--- config.mk ---
export PLATFORM = sky130hd
export DESIGN_NAME = alu_cdb_sched
export DESIGN_NICKNAME = d
export VERILOG_FILES = /design/src/rtl/alu_cdb_sched.sv
export SDC_FILE = /design/constraint.sdc
export NUM_CORES = 2
export LEC_CHECK = 0
export ABC_AREA = 0
export CORE_ASPECT_RATIO = 1.75
export CORE_MARGIN = 4
export CORE_UTILIZATION = 40
export DETAILED_ROUTE_END_ITERATION = 8
export PLACE_DENSITY = 0.62
export SLEW_MARGIN = 10
export SYNTH_ARGS = -nofsm -noshare
export SYNTH_HDL_FRONTEND = slang
export SYNTH_HIERARCHICAL = 1
export SYNTH_SLANG_ARGS = --single-unit
--- constraint.sdc ---
create_clock -name clock_i -period 12.83 [get_ports clock_i]
set_clock_uncertainty 0.1 [all_clocks]
set_input_delay 1.9245 -clock clock_i [delete_from_list [all_inputs] [get_ports clock_i]]
set_output_delay 1.9245 -clock clock_i [all_outputs]
set_load 0.01 [all_outputs]
--- src/rtl/alu_cdb_sched.sv ---
// alu_cdb_sched: issue-to-writeback scheduler for the integer ALU lanes.
// Each lane evaluates its issued op on its own alu instance and parks the
// result in a one-entry register. Parked results are arbitrated
// round-robin onto the CDB ports. Issue is back-pressured while a lane's
// result waits for a port.
// Optional build macro ALU_CDB_SCHED_PERF_EN adds the stall-cycle and
// broadcast-count performance counters.

// Combinational integer ALU; shifts use opb[4:0], unknown opcodes return a marker.
module alu #(
   parameter int XLEN   = 32,
   parameter int FUNC_W = 4
) (
   input  logic [XLEN-1:0]   opa_i,
   input  logic [XLEN-1:0]   opb_i,
   input  logic [FUNC_W-1:0] func_i,
   output logic [XLEN-1:0]   result_o
);

   localparam logic [FUNC_W-1:0] FN_ADD  = FUNC_W'(0);
   localparam logic [FUNC_W-1:0] FN_SUB  = FUNC_W'(1);
   localparam logic [FUNC_W-1:0] FN_SLT  = FUNC_W'(2);
   localparam logic [FUNC_W-1:0] FN_SLTU = FUNC_W'(3);
   localparam logic [FUNC_W-1:0] FN_AND  = FUNC_W'(4);
   localparam logic [FUNC_W-1:0] FN_OR   = FUNC_W'(5);
   localparam logic [FUNC_W-1:0] FN_XOR  = FUNC_W'(6);
   localparam logic [FUNC_W-1:0] FN_SLL  = FUNC_W'(7);
   localparam logic [FUNC_W-1:0] FN_SRL  = FUNC_W'(8);
   localparam logic [FUNC_W-1:0] FN_SRA  = FUNC_W'(9);

   logic [4:0] shamt;
   assign shamt = opb_i[4:0];

   // Opcode decode; the marker value makes bad opcodes visible on the CDB
   always_comb begin
      result_o = XLEN'(32'hfacebeec);
      case (func_i)
         FN_ADD:  result_o = opa_i + opb_i;
         FN_SUB:  result_o = opa_i - opb_i;
         FN_SLT:  result_o = XLEN'($signed(opa_i) < $signed(opb_i));
         FN_SLTU: result_o = XLEN'(opa_i < opb_i);
         FN_AND:  result_o = opa_i & opb_i;
         FN_OR:   result_o = opa_i | opb_i;
         FN_XOR:  result_o = opa_i ^ opb_i;
         FN_SLL:  result_o = opa_i << shamt;
         FN_SRL:  result_o = opa_i >> shamt;
         FN_SRA:  result_o = XLEN'($signed(opa_i) >>> shamt);
         default: ;
      endcase
   end

endmodule

module alu_cdb_sched #(
   parameter int NUM_ALU  = 3,
   parameter int NUM_CDB  = 2,
   parameter int PREG_W   = 6,
   parameter int ROB_W    = 5,
   parameter int XLEN     = 32,
   parameter int ALU_FUNC = 4
) (
   input  logic                         clock_i,
   input  logic                         reset_i,
   input  logic                         flush_i,
   input  logic [NUM_ALU-1:0]           iss_valid_i,
   output logic [NUM_ALU-1:0]           iss_ready_o,
   input  logic [NUM_ALU*XLEN-1:0]      iss_opa_i,
   input  logic [NUM_ALU*XLEN-1:0]      iss_opb_i,
   input  logic [NUM_ALU*ALU_FUNC-1:0]  iss_func_i,
   input  logic [NUM_ALU*PREG_W-1:0]    iss_dest_preg_i,
   input  logic [NUM_ALU*ROB_W-1:0]     iss_rob_idx_i,
   output logic [NUM_CDB-1:0]           cdb_valid_o,
   output logic [NUM_CDB*XLEN-1:0]      cdb_value_o,
   output logic [NUM_CDB*PREG_W-1:0]    cdb_preg_o,
   output logic [NUM_CDB*ROB_W-1:0]     cdb_rob_idx_o
`ifdef ALU_CDB_SCHED_PERF_EN
   ,
   output logic [31:0]                  perf_stall_cycles_o,
   output logic [31:0]                  perf_bcast_count_o
`endif
);

   localparam int RR_W  = (NUM_ALU > 1) ? $clog2(NUM_ALU) : 1;
   localparam int CDB_W = (NUM_CDB > 1) ? $clog2(NUM_CDB) : 1;

   logic [NUM_ALU-1:0] lane_vld_q;
   logic [NUM_ALU-1:0] lane_vld_d;
   logic [XLEN-1:0]    lane_val_q  [NUM_ALU];
   logic [PREG_W-1:0]  lane_preg_q [NUM_ALU];
   logic [ROB_W-1:0]   lane_rob_q  [NUM_ALU];
   logic [XLEN-1:0]    alu_res     [NUM_ALU];
   logic [RR_W-1:0]    rr_ptr_q;
   logic [RR_W-1:0]    rr_ptr_d;
   logic [NUM_ALU-1:0] grant;
   logic [NUM_ALU-1:0] take;
   logic [NUM_CDB-1:0] port_used;
   logic [RR_W-1:0]    port_lane   [NUM_CDB];
   logic               active;

   // Reset and flush both silence the scheduler for the current cycle
   assign active = reset_i && !flush_i;

   genvar gi;

   generate
      for (gi = 0; gi < NUM_ALU; gi++) begin : g_lane
         alu #(
            .XLEN   (XLEN),
            .FUNC_W (ALU_FUNC)
         ) u_alu (
            .opa_i    (iss_opa_i[gi*XLEN +: XLEN]),
            .opb_i    (iss_opb_i[gi*XLEN +: XLEN]),
            .func_i   (iss_func_i[gi*ALU_FUNC +: ALU_FUNC]),
            .result_o (alu_res[gi])
         );
      end
   endgenerate

   // Round-robin scan from rr_ptr; k-th granted lane goes to CDB port k
   always_comb begin
      int              pos;
      int              n_grant;
      logic [RR_W-1:0] lane;
      grant     = '0;
      port_used = '0;
      rr_ptr_d  = rr_ptr_q;
      n_grant   = 0;
      pos       = 0;
      lane      = '0;
      for (int p = 0; p < NUM_CDB; p++) begin
         port_lane[p] = '0;
      end
      for (int k = 0; k < NUM_ALU; k++) begin
         pos = int'(rr_ptr_q) + k;
         if (pos >= NUM_ALU) begin
            pos = pos - NUM_ALU;
         end
         lane = RR_W'(pos);
         if (active && lane_vld_q[lane] && (n_grant < NUM_CDB)) begin
            grant[lane]                  = 1'b1;
            port_used[CDB_W'(n_grant)]   = 1'b1;
            port_lane[CDB_W'(n_grant)]   = lane;
            n_grant                      = n_grant + 1;
            rr_ptr_d                     = (pos == NUM_ALU - 1) ? '0 : RR_W'(pos + 1);
         end
      end
   end

   // A lane accepts when empty or draining this cycle; capture or drain sets next occupancy
   assign iss_ready_o = {NUM_ALU{active}} & (~lane_vld_q | grant);
   assign take        = iss_valid_i & iss_ready_o;
   assign lane_vld_d  = take | (lane_vld_q & ~grant);

   // Lane occupancy and arbitration pointer; reset and flush both empty the lanes
   always_ff @(posedge clock_i) begin
      if (!reset_i || flush_i) begin
         lane_vld_q <= '0;
         rr_ptr_q   <= '0;
      end else begin
         lane_vld_q <= lane_vld_d;
         rr_ptr_q   <= rr_ptr_d;
      end
   end

   // Result payload capture on issue transfer; occupancy bit qualifies it
   always_ff @(posedge clock_i) begin
      for (int i = 0; i < NUM_ALU; i++) begin
         if (take[i]) begin
            lane_val_q[i]  <= alu_res[i];
            lane_preg_q[i] <= iss_dest_preg_i[i*PREG_W +: PREG_W];
            lane_rob_q[i]  <= iss_rob_idx_i[i*ROB_W +: ROB_W];
         end
      end
   end

   generate
      for (gi = 0; gi < NUM_CDB; gi++) begin : g_cdb
         assign cdb_valid_o[gi]                 = port_used[gi];
         assign cdb_value_o[gi*XLEN +: XLEN]     = port_used[gi] ? lane_val_q[port_lane[gi]]  : '0;
         assign cdb_preg_o[gi*PREG_W +: PREG_W]  = port_used[gi] ? lane_preg_q[port_lane[gi]] : '0;
         assign cdb_rob_idx_o[gi*ROB_W +: ROB_W] = port_used[gi] ? lane_rob_q[port_lane[gi]]  : '0;
      end
   endgenerate

`ifdef ALU_CDB_SCHED_PERF_EN
   logic [31:0] perf_stall_q;
   logic [31:0] perf_bcast_q;

   // Stall and broadcast counters; only reset clears them, both wrap
   always_ff @(posedge clock_i) begin
      if (!reset_i) begin
         perf_stall_q <= '0;
         perf_bcast_q <= '0;
      end else begin
         if (|(lane_vld_q & ~grant)) begin
            perf_stall_q <= perf_stall_q + 32'd1;
         end
         perf_bcast_q <= perf_bcast_q + 32'($countones(port_used));
      end
   end

   assign perf_stall_cycles_o = perf_stall_q;
   assign perf_bcast_count_o  = perf_bcast_q;
`endif

endmodule

==> impl_metrics.json <==
{
  "status": "complete, no violations",
  "pwr-share-seq_pct": 21.0,
  "ys_ff_latch": 134,
  "grt_max_degree": 101,
  "synthCells": 4286,
  "fmaxAchievable_ghz": 0.122,
  "first_pass_iters": 7,
  "std_cell_rows": 135,
  "postCtsSetupRepairBufs": 0,
  "clock_sinks": 134,
  "crit_fanout": 86,
  "start_kind": "input port",
  "required_ps": 10810,
  "critPathCaptureType": "output port",
  "yosysWarnings": 6,
  "rrSetupSlack_ps": 8970,
  "cts_tree": "yes",
  "p_int_mw": 1.26,
  "rsz0062_at_grt": "no",
  "use_met1_pct": 40.0,
  "p_leak_nw": 14.3,
  "fin_area_sq_mm": 0.0349,
  "syn_to_final_growth_pct": 12.3,
  "drc": 0,
  "grt_pass1_vias": 34800,
  "grt.total_usage_pct": 39.9,
  "fp.dieW_um": 219,
  "cp_cell_sequence": "clkdlybuf4s50_1 > nand2b_4 > nor2_1 > ha_1 > or3_1 > nor3_4 > mux2i_4 > buf_4 > nor2_1 > a311oi_1 > clkdlybuf4s50_1",
  "cts_root_buf": "clkbuf_16",
  "grt-busiest-layer": "met2",
  "syn-cell-area_sq_mm": 0.0311,
  "gp_congestion": 1.12,
  "async_reset_ff_share_pct": 0,
  "synth_sequential_area_ratio_pct": 12.8,
  "finalCriticalPeriod_ps": 8210,
  "tns_ps": 0,
  "numCtsBuffers": 17,
  "initial_utilization_pct": 40.2,
  "use_met3_pct": 7.86,
  "clock_latency_ps": 520,
  "drive_gt1_share_pct": 6.88,
  "slew_violations": 0,
  "fillers": 8049,
  "setup_violations": 0,
  "finalHoldViolations": 0,
  "layout_common_cells": "495 x nor2_1, 437 x a21oi_1, 336 x o21ai_0",
  "hp-class": "reg -> reg",
  "p_clk_share_pct": 21.6,
  "r2r_start": "rr_ptr_q[0]",
  "num_io_pins": 334,
  "die-area_sq_mm": 0.0824,
  "synth_cell_types": 105,
  "core_sq_mm": 0.0772,
  "cts_buffer_depth": 2,
  "peakVddDrop_uv": 95.6,
  "grtUsageMet2_pct": 68.5,
  "drv_cap": 0,
  "grt-ovfl-total": 0,
  "final_common_cell": "nor2_1",
  "worstMarginPinSlew_ps": 1300,
  "cts_max_level": 4,
  "antenna_found_initial": 8,
  "crit_start": "reset_i",
  "clk_pin_slew_ps": 70,
  "syn_area_per_cell_sq_um": 7.25,
  "drt_iter0_markers": 3754,
  "crit_slowest_cell": "buf_4",
  "register_area_sq_mm": 0.00397,
  "synth_edf_count": 129,
  "dp_hpwl_um": 136000,
  "wirelength_um": 172000,
  "ys.flop_type": "edfxtp_1",
  "fin_util_pct": 45.2,
  "wl_per_cell_um": 31.9,
  "grt_pass1_wl_um": 241000,
  "ant_nets": 0,
  "fin_ws_ps": 4620,
  "switchingPower_mw": 1.23,
  "critical_path_buf_inv_count": 3,
  "cp_top_family": "buffers and inverters",
  "vias": 35800,
  "die_y_um": 377,
  "p_comb_share_pct": 57.3,
  "preCtsSetupSlack_ps": 4640,
  "p_sw_share_pct": 49.4,
  "critPathMaxStageDelay_ps": 740,
  "path_class": "in -> out",
  "final_nets": 4891,
  "period_share_pct": 64.0,
  "arrival_ps": 6180,
  "cts_hold_buf": 0,
  "slew_headroom_pct": 10.8,
  "hold_path.startpoint": "lane_vld_q[1]",
  "total_power_mw": 2.49,
  "post_dp_cell_area_sq_mm": 0.0343,
  "cts_resized": 0,
  "multi_input_area_sq_mm": 0.0244,
  "power_density_mw_per_mm2": 71.3,
  "port_buffers": 289,
  "vias_per_cell": 6.64
}
-- layer usage --
metal / routed length [um] / part of all wire (%) / vias to the layer above
li1: - / - / 15800
met5: 0 / 0 / -
met2: 82000 / 48 / 2312
met1: 55500 / 32 / 16900
met3: 14100 / 8.2 / 794
met4: 20300 / 12 / 0
-- Yosys cell counts, types with 64 or more instances --
| cell type | count | share of area, % |
|---|---|---|
| a21oi_1 | 437 | 7.0 |
| buf_2 | 67 | 1.1 |
| buf_4 | 67 | 1.6 |
| clkbuf_1 | 187 | 2.3 |
| edfxtp_1 | 129 | 12 |
| ha_1 | 297 | 12 |
| inv_1 | 280 | 3.4 |
| mux2i_1 | 301 | 9.7 |
| nand2_1 | 322 | 3.9 |
| nor2_1 | 495 | 6.0 |
| nor3_1 | 92 | 1.5 |
| o211ai_1 | 64 | 1.5 |
| o21ai_0 | 336 | 5.4 |
| o21ai_1 | 72 | 1.2 |
| o22ai_1 | 72 | 1.4 |
-- worst reg2reg max path: stages, from the launching register on --
cell and delay, ps:
dfxtp_1 360, inv_1 80, ha_1 480, nor2b_1 230, a2bb2oi_1 250, nor2_1 130
ha_1 290, o41ai_1 400, a221oi_1 140, nor2_1 170, and2_2 160, buf_4 570
-- cell families (layout without fill, tap and decap cells) --
family	Yosys count	count (layout)	share of synthesized area [%]
AO/OA/AOI/OAI	1519	1519	31.4
AND/OR/NAND/NOR	1205	1205	17.4
buffers and inverters	682	711	9.44
multiplexers	379	379	14.8
adder cells (fa/ha/maj)	303	303	12.3
flip-flops	134	134	12.8
XOR/XNOR	63	63	1.78
other	1	52	0.0121
-- power by group through the flow --
stage	registers (mW)	logic [mW]	clock network, mW
5_1_grt	0.522	1.50	0.565
6_report	0.523	1.43	0.537
2_1_floorplan	0.518	0.867	0
3_3_place_gp	0.533	1.37	0
4_1_cts	0.522	1.37	0.552
3_5_place_dp	0.531	1.36	0
-- state kept, by name, indices dropped and copies added (netlist names) --
| name | count |
|---|---|
| lane_preg_q | 18 |
| lane_rob_q | 15 |
| lane_val_q | 96 |
| lane_vld_q | 3 |
| rr_ptr_q | 2 |
-- final timing paths --
path	endpoint	cells after the start
min	rr_ptr_q[1]	2
max reg2reg	lane_val_q[0][30]	11
max	cdb_rob_idx_o[0]	11
min reg2reg	rr_ptr_q[1]	2
-- through the flow --
| step | cells | hold WS [ps] |
|---|---|---|
| floorplan | 4329 | 482 |
| global placement | 5353 | 619 |
| detailed placement | 5353 | 611 |
| CTS | 5385 | 619 |
| global route | 5388 | 630 |
| finish | 5393 | 610 |
-- final cells by class --
type	count	area share (%)
Antenna cell	8	0.0574
Clock inverter	15	0.498
Sequential cell	134	11.4
Tap cell	1027	3.68
Inverter	304	3.27
Multi-Input combinational cell	3513	69.9
Clock buffer	17	1.22
Timing Repair Buffer	375	9.97
Power figures use the tool's default switching activity.
